--- src/rtl/axi4_mul_scheduler.sv ---
// axi4_mul_scheduler: AXI4 master that lets two requesters share one link to
// the multiplier slave. Jobs are granted round-robin and run one at a time:
// operand A write burst, operand B write burst, result read burst, response.
// Optional watchdog: define AXI4_SCHED_TIMEOUT_EN to abort stuck jobs after
// TMO_CYC idle cycles (response then carries rsp_err=1, rsp_res=0).
module axi4_mul_scheduler #(
  parameter int SZ      = 32,
  parameter int DSZ     = 8,
  parameter int ASZ     = 2,
  parameter int TMO_CYC = 64
) (
  input  logic              clk,
  input  logic              rst,
  input  logic [1:0]        req_valid,
  output logic [1:0]        req_ready,
  input  logic [2*SZ-1:0]   req_a,
  input  logic [2*SZ-1:0]   req_b,
  output logic              rsp_valid,
  output logic              rsp_id,
  output logic [2*SZ-1:0]   rsp_res,
  output logic              rsp_err,
  output logic [ASZ-1:0]    awaddr,
  output logic              awvalid,
  input  logic              awready,
  output logic [DSZ-1:0]    wdata,
  output logic              wvalid,
  input  logic              wready,
  output logic              wlast,
  input  logic              bresp,
  input  logic              bvalid,
  output logic              bready,
  output logic [ASZ-1:0]    araddr,
  output logic              arvalid,
  input  logic              arready,
  input  logic [DSZ-1:0]    rdata,
  input  logic              rvalid,
  output logic              rready,
  input  logic              rlast,
  input  logic              rresp
);

  localparam int OBEATS = SZ / DSZ;
  localparam int RBEATS = 2 * SZ / DSZ;
  localparam int BW     = $clog2(RBEATS) + 1;
  localparam logic [BW-1:0] OB_LAST = BW'(OBEATS - 1);
  localparam logic [BW-1:0] RB_LAST = BW'(RBEATS - 1);

  // Reject parameter sets the burst framing cannot represent.
  if (SZ % DSZ != 0) begin : g_bad_sz
    $error("axi4_mul_scheduler: SZ must be a multiple of DSZ");
  end
  if (TMO_CYC < 2) begin : g_bad_tmo
    $error("axi4_mul_scheduler: TMO_CYC must be at least 2");
  end

  typedef enum logic [3:0] {
    S_IDLE, S_AW_A, S_W_A, S_B_A, S_AW_B, S_W_B, S_B_B, S_AR, S_R, S_DONE
  } state_t;

  state_t          state, state_nxt;
  logic            last_grant;
  logic            gnt_id;
  logic            start;
  logic            g_q;
  logic [SZ-1:0]   b_q;
  logic [SZ-1:0]   wsh_q;
  logic [2*SZ-1:0] res_q;
  logic [BW-1:0]   beat;
  logic            err_q;
  logic            w_hs, r_hs, b_hs;
  logic            w_last_beat, r_last_beat;

`ifdef AXI4_SCHED_TIMEOUT_EN
  localparam int TW = $clog2(TMO_CYC + 1);
  logic [TW-1:0]   tmo_cnt;
  logic            tmo_q;
  logic            tmo_hit;

  assign tmo_hit = (state != S_IDLE) && (state != S_DONE) &&
                   (tmo_cnt == TW'(TMO_CYC - 1));
`endif

  // Round-robin: with both requesters pending, the one not served last wins.
  assign gnt_id = (&req_valid) ? ~last_grant : req_valid[1];
  assign start  = (state == S_IDLE) && (|req_valid) && !rst;

  assign w_hs        = wvalid & wready;
  assign r_hs        = rvalid & rready;
  assign b_hs        = bvalid & bready;
  assign w_last_beat = (beat == OB_LAST);
  assign r_last_beat = (beat == RB_LAST);

  // State register.
  always_ff @(posedge clk) begin
    if (rst) state <= S_IDLE;
    else     state <= state_nxt;
  end

  // Next-state logic; each channel waits for its own handshake.
  always_comb begin
    state_nxt = state;
    case (state)
      S_IDLE: if (start)                state_nxt = S_AW_A;
      S_AW_A: if (awready)              state_nxt = S_W_A;
      S_W_A:  if (wready && w_last_beat) state_nxt = S_B_A;
      S_B_A:  if (bvalid)               state_nxt = S_AW_B;
      S_AW_B: if (awready)              state_nxt = S_W_B;
      S_W_B:  if (wready && w_last_beat) state_nxt = S_B_B;
      S_B_B:  if (bvalid)               state_nxt = S_AR;
      S_AR:   if (arready)              state_nxt = S_R;
      S_R:    if (rvalid && r_last_beat) state_nxt = S_DONE;
      S_DONE:                           state_nxt = S_IDLE;
      default:                          state_nxt = S_IDLE;
    endcase
`ifdef AXI4_SCHED_TIMEOUT_EN
    if (tmo_hit) state_nxt = S_DONE;
`endif
  end

  // Channel outputs decoded from the state; only one channel is live at a time.
  always_comb begin
    req_ready = 2'b00;
    awvalid   = 1'b0;
    awaddr    = '0;
    wvalid    = 1'b0;
    wlast     = 1'b0;
    bready    = 1'b0;
    arvalid   = 1'b0;
    araddr    = '0;
    rready    = 1'b0;
    case (state)
      S_IDLE: if (start) req_ready = gnt_id ? 2'b10 : 2'b01;
      S_AW_A: awvalid = 1'b1;
      S_AW_B: begin
        awvalid = 1'b1;
        awaddr  = ASZ'(1);
      end
      S_W_A, S_W_B: begin
        wvalid = 1'b1;
        wlast  = w_last_beat;
      end
      S_B_A, S_B_B: bready = 1'b1;
      S_AR: begin
        arvalid = 1'b1;
        araddr  = ASZ'(2);
      end
      S_R: rready = 1'b1;
      default: ;
    endcase
  end

  // The write beat is always the low slice of the shifting operand register.
  assign wdata = wsh_q[DSZ-1:0];

  // Arbitration memory and beat counter; the counter restarts on every state change.
  always_ff @(posedge clk) begin
    if (rst) begin
      last_grant <= 1'b1;
      beat       <= '0;
    end else begin
      if (start) last_grant <= gnt_id;
      if (state_nxt != state)  beat <= '0;
      else if (w_hs || r_hs)   beat <= beat + BW'(1);
    end
  end

  // Operand capture and write shifter: A goes out first, B is loaded after A's last beat.
  always_ff @(posedge clk) begin
    if (start) begin
      g_q   <= gnt_id;
      wsh_q <= gnt_id ? req_a[2*SZ-1:SZ] : req_a[SZ-1:0];
      b_q   <= gnt_id ? req_b[2*SZ-1:SZ] : req_b[SZ-1:0];
    end else if (w_hs && w_last_beat && state == S_W_A) begin
      wsh_q <= b_q;
    end else if (w_hs) begin
      wsh_q <= wsh_q >> DSZ;
    end
  end

  // Result assembly: beats arrive LSB first, so shift each new beat in from the top.
  always_ff @(posedge clk) begin
    if (r_hs) res_q <= {rdata, res_q[2*SZ-1:DSZ]};
  end

  // Sticky job error: bad write/read response or rlast not exactly on the final beat.
  always_ff @(posedge clk) begin
    if (rst) begin
      err_q <= 1'b0;
    end else if (start) begin
      err_q <= 1'b0;
    end else begin
      if (b_hs && !bresp) err_q <= 1'b1;
      if (r_hs && (!rresp || (rlast != r_last_beat))) err_q <= 1'b1;
    end
  end

`ifdef AXI4_SCHED_TIMEOUT_EN
  // Watchdog: restarts on any progress, latches a timeout flag for the response.
  always_ff @(posedge clk) begin
    if (rst) begin
      tmo_cnt <= '0;
      tmo_q   <= 1'b0;
    end else begin
      if (state_nxt != state || w_hs || r_hs) tmo_cnt <= '0;
      else if (state != S_IDLE)               tmo_cnt <= tmo_cnt + TW'(1);
      if (start)        tmo_q <= 1'b0;
      else if (tmo_hit) tmo_q <= 1'b1;
    end
  end
`endif

  // Response register: a one-cycle pulse issued as DONE is left.
  always_ff @(posedge clk) begin
    if (rst) begin
      rsp_valid <= 1'b0;
      rsp_id    <= 1'b0;
      rsp_res   <= '0;
      rsp_err   <= 1'b0;
    end else begin
      rsp_valid <= (state == S_DONE);
      if (state == S_DONE) begin
        rsp_id <= g_q;
`ifdef AXI4_SCHED_TIMEOUT_EN
        rsp_res <= tmo_q ? '0 : res_q;
        rsp_err <= err_q | tmo_q;
`else
        rsp_res <= res_q;
        rsp_err <= err_q;
`endif
      end
    end
  end

endmodule

--- config.mk ---
export PLATFORM = sky130hd
export DESIGN_NAME = axi4_mul_scheduler
export DESIGN_NICKNAME = d
export VERILOG_FILES = /design/src/rtl/axi4_mul_scheduler.sv
export SDC_FILE = /design/constraint.sdc
export NUM_CORES = 1
export LEC_CHECK = 0
export ABC_AREA = 0
export CORE_ASPECT_RATIO = 1.25
export CORE_MARGIN = 5
export CORE_UTILIZATION = 40
export DETAILED_ROUTE_END_ITERATION = 7
export PLACE_DENSITY = 0.69
export SKIP_LAST_GASP = 1
export SLEW_MARGIN = 20
export SYNTH_ARGS = -nofsm -noshare
export SYNTH_HDL_FRONTEND = slang
export SYNTH_SLANG_ARGS = --single-unit
--- constraint.sdc ---
create_clock -name clk -period 8.4 [get_ports clk]
set_input_delay 2.1 -clock clk [delete_from_list [all_inputs] [get_ports clk]]
set_output_delay 2.1 -clock clk [all_outputs]
set_load 0.03 [all_outputs]
Word-level counts from Yosys, hierarchy flattened

Cells that the tools add are included.

Register bits after elaboration: 206
Output and inout bits: 87

$add $sub $neg: 1
Equal/unequal tests: 13
Multiplexer cells: 29
Bitwise operators: 4
Reduce and logical (&&, ||, !) cells: 23

Operators with widths:

| kind                                                | number |
|---|---|
| two-way mux 32 bit                                  | 5 |
| two-way mux 4 bit                                   | 9 |
| case mux 4 bit (9 select lines)                     | 1 |
| equality test 4 x 3 -> 1 bit, second input constant | 5 |
| equality test 4 x 2 -> 1 bit, second input constant | 3 |
| OR reduction 2 bit                                  | 6 |
| two-way mux 1 bit                                   | 10 |
| equality test 4 bit, second input constant          | 2 |
| logical AND 1 bit                                   | 8 |
| two-way mux 2 bit                                   | 4 |
| adder 4 x 1 -> 4 bit, second input constant         | 1 |
| equality test 4 x 1 -> 1 bit, second input constant | 1 |
| logical NOT 4 bit                                   | 1 |
| != test 4 bit                                       | 1 |
| AND 1 bit                                           | 3 |
| logical NOT 1 bit                                   | 3 |
| nonzero test 3 bit                                  | 1 |
| logical OR 1 bit                                    | 2 |
| AND reduction 2 bit                                 | 1 |
| nonzero test 2 bit                                  | 1 |
| != test 1 bit                                       | 1 |
| NOT 1 bit                                           | 1 |

Longest topological paths before layout

Gate-level depths: netlist of run 1.

Word-level depth: 8
Gate-level depth with buffers: 9
Gate-level depth less buffers: 6

Worst setup path after synthesis of run 1

OpenSTA, ideal clock, no wires.

Kind: input to output
Start point: in rst
End point: out req_ready[0]
Data arrival time: 3.184 ns
Data required time: 6.300 ns
Setup slack: 3.116 ns
Stages: 4
Path buffers: 2
Cell sequence: or4_4 > buf_6 > nor2_4 > buf_2

Cells in the longest elaborated chain, start to end: 4

RTL lines:

| what              | line | text |
|---|---|---|
| from (decl)       | 13   | `input logic rst,` |
| logical NOT 1 bit | 85   | `assign start = (state == S_IDLE) && (\|req_valid) && !rst;` |
| logical AND 1 bit | 85   |  |
| two-way mux 2 bit | 132  | `S_IDLE: if (start) req_ready = gnt_id ? 2'b10 : 2'b01;` |
| two-way mux 2 bit | 131  | `case (state)` |
| to (decl)         | 15   | `output logic [1:0] req_ready,` |

No other way between the ends.

Worst setup path in the final report of run 1

Start point: in req_valid[0]
End point: out req_ready[1]

Cells in the longest elaborated chain, start to end: 5
Elaborated cells between the ends (all ways): 8
Those cells by class: mux (4); reduce/logical (4)

RTL lines:

| what                                                      | line    | text |
|---|---|---|
| from (decl)                                               | 14      | `input logic [1:0] req_valid,` |
| AND reduction 2 bit or OR reduction 2 bit (tied branches) | 84, 85  |  |
| two-way mux 1 bit or logical AND 1 bit (tied branches)    | 84, 85  |  |
| two-way mux 2 bit or logical AND 1 bit (tied branches)    | 132, 85 |  |
| two-way mux 2 bit (*)                                     | 132     |  |
| two-way mux 2 bit (*)                                     | 131     |  |

Every way passes the cells marked *; elsewhere a longest branch is shown, timed or not.

==> flow_summary_export.csv, run 1 <==
group,metric,value,unit
routing,wirelength,21000,um
clock_tree,numCtsBuffers,21,
timing,worstMarginPinSlew,0.900,ns
grt,overflow,0,
grt,grt_max_degree,74,
synth,ys_warn_count,0,
place,globalplace.congestion,0.846,
setup_path,start_kind,"primary input",
synth,ys_seq_area_share,67.1,%
setup_path,reg2reg_setup_slack,5.04,ns
place,dp_hpwl,13900,um
floorplan,initial_utilization,40.3,%
floorplan,die_x,137,um
final_layout,fillerInstances,1736,
clock_tree,clkSinkCount,206,
synth,yosys.area.top_type,"edfxtp_1",
place,place_area,0.0105,mm2
timing,clock_skew,0.0119,ns
timing,finalSetupViolCount,0,
grt,grt_first_pass_wirelength,32600,um
grt,grt_usage,17.6,%
run,maxCapViolations,0,
timing,worst_slew_margin_rel,39.2,%
synth,synth_top_area_share,48.0,%
floorplan,dieHeight,169,um
final_layout,nNetsFinal,1100,
clock_tree,post_cts_buffers,0,
routing,vias_per_cell,4.93,
floorplan,core_area,0.0200,mm2
final_layout,drive_above_1_share,5.28,%
pwr,peakVddDrop,0.144,mV
place,dp_cells,1198,
timing,layout_min_cycle_time,6.69,ns
setup_path,critical_path_arrival,4.59,ns
clock_tree,ctsRootBufferMaster,"clkbuf_16",
timing,finalCritPeriodShare,79.7,%
pwr,p_per_area,208,mW/mm2
setup_path,worst_r2r_path_depth,6,
floorplan,die_area,0.0231,mm2
synth,netlist_area,0.00807,mm2
grt,grt_pass1_vias,6133,
routing,drcViolationCount,0,
routing,first_pass_iters,6,
routing,drt_iter0_markers,384,
routing,wl_per_cell,17.0,um
floorplan,io_pins,235,
final_layout,fin_area,0.0112,mm2
min_path,holdPathEnd,"res_q[16]",
timing,setup_tns,0,ns
place,port_buffers,232,
final_layout,regArea,0.00542,mm2
final_layout,syn_to_final_growth,39.1,%
clock_tree,clk_path_buf_depth,3,
clock_tree,post_cts_resized,0,
synth,synth.avg_cell_area,10.9,um2
clock_tree,clk_pin_slew_worst_paths,0.06,ns
setup_path,critPathCaptureType,"output port",
timing,rsz0062_at_grt,"no",
synth,synthFlopType,"edfxtp_1",
timing,finalHoldViolations,0,
status,status,"complete, no violations",
synth,synth_edf_count,129,
routing,antenna_left,0,
clock_tree,cts_hold_buf,0,
synth,syn_inst,743,
setup_path,r2r-end,"wsh_q[21]",
min_path,min_from,"res_q[24]",
final_layout,fin_cells,1236,
timing,drv_slew,0,
synth,synth-seq-cells,206,
clock_tree,insertion_delay,0.49,ns
timing,hold_slack,0.442,ns
synth,synthTopCellsByArea,"edfxtp_1 48%, dfxtp_1 19%, nand2_1 12%",
min_path,hold_path_depth,0,
synth,ys_types,46,
floorplan,row_count,58,
timing,max_freq,149,MHz
clock_tree,htree_levels,1,
grt,antenna_found_initial,2,
setup_path,cp_max_fo,27,
final_layout,multi_input_area,0.00233,mm2
clock_tree,cts_tree,"done",
synth,async_reset_ff_share,0,%
pwr,power,2.33,mW
setup_path,r2r-start,"state[0]",
setup_path,worst_ep_required_time,6.30,ns
setup_path,worstSetupPathType,"primary input to output port",
pwr,p_leak,3.96,nW
routing,num_vias,6099,
min_path,hp-class,"flop to flop",
==> registers in the layout, indices dropped and copies added, names as in the netlist <==
register    flops
rsp_valid       1
state           4
rsp_err         1
res_q          64
b_q            32
last_grant      1
g_q             1
rsp_id          1
err_q           1
rsp_res        64
beat            4
wsh_q          32
==> cell families after synthesis <==
| family | count (synthesis) | synth area share [%] |
|---|---|---|
| adders and majority gates | 1 | 0.155 |
| other | 1 | 0.0465 |
| AOI/OAI and AO/OA | 145 | 11.4 |
| buffers and inverters | 70 | 4.17 |
| xor gates and xnor gates | 5 | 0.543 |
| and+or+nand+nor | 313 | 16.4 |
| muxes | 2 | 0.248 |
| DFF | 206 | 67.1 |
==> critical path: stages <==
cell and delay, ns:
clkdlybuf4s50_1 0.48, nor2_1 0.06, or4_4 0.54, nor2_4 0.58, clkdlybuf4s50_1 0.81
==> worst max path at each step <==
stage	from	end	slack, ns	cells past startpoint
3_3_place_gp	req_valid[1]	req_ready[1]	1.71	5
6_report	req_valid[0]	req_ready[1]	1.71	5
5_1_grt	req_valid[0]	req_ready[1]	1.62	5
3_5_place_dp	req_valid[0]	req_ready[1]	1.70	5
2_1_floorplan	rst	req_ready[0]	3.12	4
4_1_cts	req_valid[0]	req_ready[1]	1.69	5
==> placed cells by master (no fill, tap or decap), types with 4 or more instances in the layout <==
master,count
inv_1,11
dfxtp_1,77
nor2_1,10
a222oi_1,8
a22oi_1,37
buf_4,9
nor3_1,6
a221o_1,6
clkdlybuf4s50_1,231
nand2_1,268
a21oi_1,82
clkbuf_16,21
edfxtp_1,129
clkbuf_1,6
clkbuf_8,4
==> stage by stage <==
stage                     worst slack (ns)  utilization (%)
after floorplan                       3.12                -
after global placement                1.71             52.5
after detailed placement              1.70             52.5
after CTS                             1.69             56.0
after global routing                  1.62             56.1
final                                 1.71             56.1
==> synthesized netlist by cell type (all sizes together), types with 6 or more instances <==
cell      n
a21oi    82
a221o     6
a222oi    8
a22oi    37
buf      27
clkbuf   30
dfxtp    77
edfxtp  129
inv      12
nand2   268
nor2     13
nor3      6
==> metal layers <==
layer  wire length [um]  up-vias  global-route usage (%)  part of all wire (%)
li1                   -     3001                       -                     -
met1               8030     2876                    21.2                    38
met2              11000      185                    31.5                    53
met3               1390       35                    3.72                   6.6
met4                491        2                    5.51                   2.3
met5                 11        -                       0                 0.052
==> report_power, final <==
part           total (mW)  internal (mW)  leakage [nW]  switching (mW)
Combinational       0.228          0.111          1.80           0.117
Clock               0.958          0.588         0.345           0.369
Sequential           1.14           1.13          1.82          0.0187
==> final cells by class <==
cell class                 count  area share (%)
tap                          270            3.01
sequential                   206            48.2
timing repair buffer         241            21.2
multi-input combinational    468            20.7
clock buffer                  31            5.37
antenna                        1          0.0223
inverter                      13           0.446
clock inverter                 6           0.947
Note: power is estimated with default switching activity, not from simulation.
==> run 2: changes to the inputs <==
clock period = 6.25 ns   (was 8.4 ns; I/O delays follow)
==> run 2 against run 1 <==
Sequential cell count is the same; clock skew is 0.0021 ns lower; wire length decreased by 2.2%; global-route usage decreased by 0.42 points; combinational power grew 33%; sequential share of layout area rose by 0.40 points; clock-buffer cell count decreased by 6; register-to-register slack worse by 2.1 ns; largest cell class unchanged; highest routed layer unchanged.
==> flow_summary_export.csv, run 2 (same netlist as run 1, synthesis figures left out) <==
group,metric,value,unit
status,status,"complete, no violations",
setup_path,worstSetupPathType,"primary input to output port",
routing,wirelength,20500,um
setup_path,r2r-start,"state[0]",
setup_path,slowest_delay,0.69,ns
setup_path,r2r-end,"wsh_q[21]",
routing,num_vias,6059,
grt,use_met1,20.8,%
setup_path,startpoint,"req_valid[1]",
floorplan,io_pins,235,
setup_path,worst_ep_required_time,4.69,ns
routing,vias_per_cell,4.89,
pwr,power,2.96,mW
min_path,min_from,"res_q[17]",
routing,wl_per_cell,16.6,um
clock_tree,ctsRootBufferMaster,"clkbuf_16",
clock_tree,cts_hold_buf,0,
floorplan,core_area,0.0200,mm2
timing,setup_tns,0,ns
grt,grt_usage,17.2,%
clock_tree,clkSinkCount,206,
setup_path,crit_path_frequent_cell,"clkdlybuf4s50_1",
setup_path,critical_path_arrival,3.50,ns
timing,rsz0062_at_grt,"no",
grt,grt_first_pass_wirelength,31600,um
place,port_buffers,232,
timing,worst_slew_margin_rel,43.4,%
timing,max_freq,197,MHz
timing,drv_slew,0,
routing,first_pass_iters,5,
final_layout,largestRegisters,"res_q (64), rsp_res (64)",
setup_path,reg2reg_setup_slack,2.93,ns
floorplan,row_count,58,
timing,finalHoldViolations,0,
setup_path,cp_slowest_cell,"clkdlybuf4s50_1",
clock_tree,post_cts_buffers,0,
routing,drt_iter0_markers,429,
grt,busiest_layer,"met2",
timing,worstMarginPinSlew,0.848,ns
timing,layout_min_cycle_time,5.06,ns
setup_path,start_kind,"primary input",
final_layout,syn_to_final_growth,38.0,%
floorplan,dieHeight,169,um
floorplan,die_area,0.0231,mm2
floorplan,die_x,137,um
timing,finalCritPeriodShare,81.0,%
final_layout,fin_cells,1238,
grt,grt_use_met2,31.2,%
place,place_area,0.0105,mm2
clock_tree,htree_levels,1,
timing,clock_skew,0.00973,ns
final_layout,drive_above_1_share,5.58,%
grt,grt_pass1_vias,6031,
place,globalplace.congestion,0.830,
grt,grt_use_met3,3.98,%
routing,drcViolationCount,0,
clock_tree,insertion_delay,0.49,ns
final_layout,final_common_cell,"nand2_1",
clock_tree,clk_path_buf_depth,3,
min_path,holdPathEnd,"res_q[9]",
pwr,peakVddDrop,0.191,mV
final_layout,nNetsFinal,1102,
final_layout,fin_area,0.0111,mm2
clock_tree,post_cts_resized,0,
grt,antenna_found_initial,2,
place,dp_cells,1200,
pwr,p_per_area,266,mW/mm2
pwr,p_leak,3.93,nW
run,maxCapViolations,0,
final_layout,layout_common_cells,"268 x nand2_1, 230 x clkdlybuf4s50_1, 129 x edfxtp_1, 82 x a21oi_1, 77 x dfxtp_1",
setup_path,worst_r2r_path_depth,6,
grt,overflow,0,
routing,antenna_left,0,
timing,finalSetupViolCount,0,
clock_tree,numCtsBuffers,21,
setup_path,path_cells,"clkdlybuf4s50_1 -> nor2_1 -> or4_4 -> nor2_4 -> clkdlybuf4s50_1",
grt,grt_max_degree,74,
setup_path,cp_max_fo,9,
min_path,hp-class,"flop to flop",
clock_tree,cts_tree,"done",
floorplan,initial_utilization,40.3,%
place,dp_hpwl,14000,um
clock_tree,clk_pin_slew_worst_paths,0.06,ns
min_path,hold_path_depth,0,
setup_path,critPathCaptureType,"output port",
-- run 2: changes by cell type in the layout (fill, tap and decap cells not counted), sizes merged --
cell,delta
clkinvlp,+1
clkinv,+8
bufinv,-3
buf,+3
clkbuf,-6
clkdlybuf4s50,-1
-- run 2: routing by layer --
layer / routed length (um) / vias up
li1: - / 3007
met1: 8080 / 2871
met2: 10800 / 154
met3: 1300 / 25
met4: 284 / 2
met5: 11 / -
-- run 2: critical path, delay by kind of cell --
family	cells	cell delay, ns
and+or+nand+nor	3	0.75
buffers and inverters	2	1.18
-- run 2: metrics by stage --
step	setup slack (ns)	hold slack, ns	util, %
3_5_place_dp	1.20	0.432	52.6
6_report	1.19	0.445	55.6
4_1_cts	1.19	0.442	55.6
5_1_grt	1.14	0.452	55.6
2_1_floorplan	2.04	0.426	-
3_3_place_gp	1.22	0.428	52.6
-- run 2: area by class of cell --
class	instances	area, um2
antenna	1	2.50
clock buffer	25	541
multi-input combinational	468	2330
clock inverter	12	65.1
timing repair buffer	243	2400
tap	270	338
inverter	13	50.0
sequential	206	5420
fill	1793	8890
-- run 2: report_power, final --
group,internal (mW),leakage (nW),switching (mW)
clock network,0.619,0.298,0.501
registers,1.51,1.82,0.0248
logic,0.149,1.81,0.155
-- run 2: worst max path at each step --
stage,slack [ns],endpoint,cells past startpoint
CTS,1.19,req_ready[1],5
global placement,1.22,req_ready[1],5
global route,1.14,req_ready[1],5
finish,1.19,req_ready[1],5
floorplan,2.04,req_ready[0],4
detailed placement,1.20,req_ready[1],5
==> run 3: changes to the inputs <==
clock period = 4.7 ns   (was 6.25 ns; I/O delays follow)
==> run 3 against run 2 <==
Die area stayed put; clock power is 63% higher; critical path type is now flop to output port; non-clock buffer count is 2 higher; clock skew hardly changed; critical endpoint is now wlast; register-to-register slack worse by 1.1 ns; global-route usage is 0.050 points lower; power is 45% higher; sequential power is 32% higher; via count hardly changed; largest cell class unchanged; sequential share of layout area is 0.75 points lower; setup slack worse by 0.56 ns.
==> flow_summary_export.csv, run 3 (same netlist as run 1, synthesis figures left out) <==
group,metric,value,unit
status,status,"complete, no violations",
final_layout,final_core_util,56.5,%
floorplan,row_count,58,
final_layout,drive_above_1_share,6.49,%
floorplan,die_x,137,um
routing,wirelength,20500,um
final_layout,nNetsFinal,1104,
routing,antenna_left,0,
routing,num_vias,6053,
floorplan,die_area,0.0231,mm2
final_layout,largestRegisters,"res_q (64), rsp_res (64)",
place,dp_hpwl,14100,um
clock_tree,ctsRootBufferMaster,"clkbuf_16",
timing,rsz0062_at_grt,"no",
setup_path,worstSetupPathType,"flop to output port",
clock_tree,cts_tree,"done",
routing,wl_per_cell,16.5,um
final_layout,syn_to_final_growth,40.2,%
run,maxCapViolations,0,
timing,worst_slew_margin_rel,32.6,%
pwr,peakVddDrop,0.239,mV
timing,layout_min_cycle_time,4.07,ns
grt,grt_pass1_vias,5986,
setup_path,critical_path_arrival,2.90,ns
floorplan,core_area,0.0200,mm2
timing,setup_tns,0,ns
timing,finalHoldViolations,0,
place,place_area,0.0105,mm2
timing,finalSetupViolCount,0,
final_layout,fin_area,0.0113,mm2
final_layout,final_common_cell,"nand2_1",
timing,hold_slack,0.436,ns
floorplan,initial_utilization,40.3,%
min_path,hp-class,"flop to flop",
clock_tree,clk_pin_slew_worst_paths,0.06,ns
place,port_buffers,232,
setup_path,reg2reg_setup_slack,1.84,ns
clock_tree,clkSinkCount,206,
timing,finalCritPeriodShare,86.7,%
grt,grt_first_pass_wirelength,31600,um
grt,grt_max_degree,74,
routing,drcViolationCount,0,
routing,vias_per_cell,4.88,
setup_path,critPathCaptureType,"output port",
place,globalplace.congestion,0.857,
routing,first_pass_iters,8,
clock_tree,cts_hold_buf,0,
grt,antenna_found_initial,2,
clock_tree,htree_levels,1,
clock_tree,post_cts_resized,0,
setup_path,cp_max_fo,21,
floorplan,dieHeight,169,um
pwr,p_per_area,379,mW/mm2
timing,max_freq,245,MHz
clock_tree,post_cts_buffers,0,
setup_path,start_kind,"flop",
pwr,p_leak,4.02,nW
routing,drt_iter0_markers,376,
timing,clock_skew,0.0101,ns
clock_tree,numCtsBuffers,21,
setup_path,worst_ep_required_time,3.52,ns
grt,overflow,0,
grt,grt_usage,17.2,%
timing,drv_slew,0,
timing,worstMarginPinSlew,1.01,ns
floorplan,io_pins,235,
clock_tree,insertion_delay,0.49,ns
final_layout,layout_common_cells,"268 x nand2_1, 229 x clkdlybuf4s50_1, 129 x edfxtp_1, 82 x a21oi_1, 77 x dfxtp_1",
clock_tree,clk_path_buf_depth,3,
run 3: cell count changes in the layout (fill, tap and decap cells not counted):
cell / before / now
buf_4: 12 / 15
bufinv_16: 0 / 6
clkbuf_1: 4 / 1
clkdlybuf4s50_1: 230 / 229
clkinv_1: 4 / 2
clkinv_4: 1 / 0
inv_6: 1 / 2
run 3: path summary, 6_finish.rpt:
kind,start,depth (start not counted),to
setup / recovery,state[0],5,wlast
hold / removal,res_q[23],0,res_q[15]
hold reg to reg,res_q[23],0,res_q[15]
setup reg to reg,state[0],5,rsp_res[28]
run 3: worst max-delay path, stage by stage (launching register included):
cell             delay, ns
dfxtp_1               0.77
nor2b_1               0.39
a22oi_1               0.11
nor2_1                0.18
nor4bb_1              0.23
clkdlybuf4s50_1       0.71
run 3: where the power goes:
| part | internal [mW] | switching [mW] |
|---|---|---|
| registers | 2.01 | 0.0325 |
| logic | 0.200 | 0.210 |
| clock network | 1.15 | 0.682 |
run 3: per-layer routing:
layer | global-route usage [%] | wire [um] | up-vias
li1 | - | - | 3012
met1 | 21.7 | 8060 | 2804
met2 | 29.2 | 10400 | 186
met3 | 3.27 | 1270 | 49
met4 | 6.47 | 765 | 2
met5 | 0 | 11 | -
run 3: per-stage QoR:
step | setup WS, ns | cells | power [mW]
after detailed placement | 0.937 | 1202 | 2.50
after floorplan | 1.06 | 744 | 2.29
final | 0.625 | 1241 | 4.29
after global placement | 0.948 | 1202 | 2.49
after CTS | 0.618 | 1240 | 4.34
after global routing | 0.384 | 1241 | 4.45
run 3: final cells by class:
cell class	instances	area, um2
antenna	1	2.50
clock buffer	22	529
clock inverter	16	238
fill	1738	8720
inverter	13	50.0
multi-input combinational	468	2330
sequential	206	5420
tap	270	338
timing repair buffer	245	2410
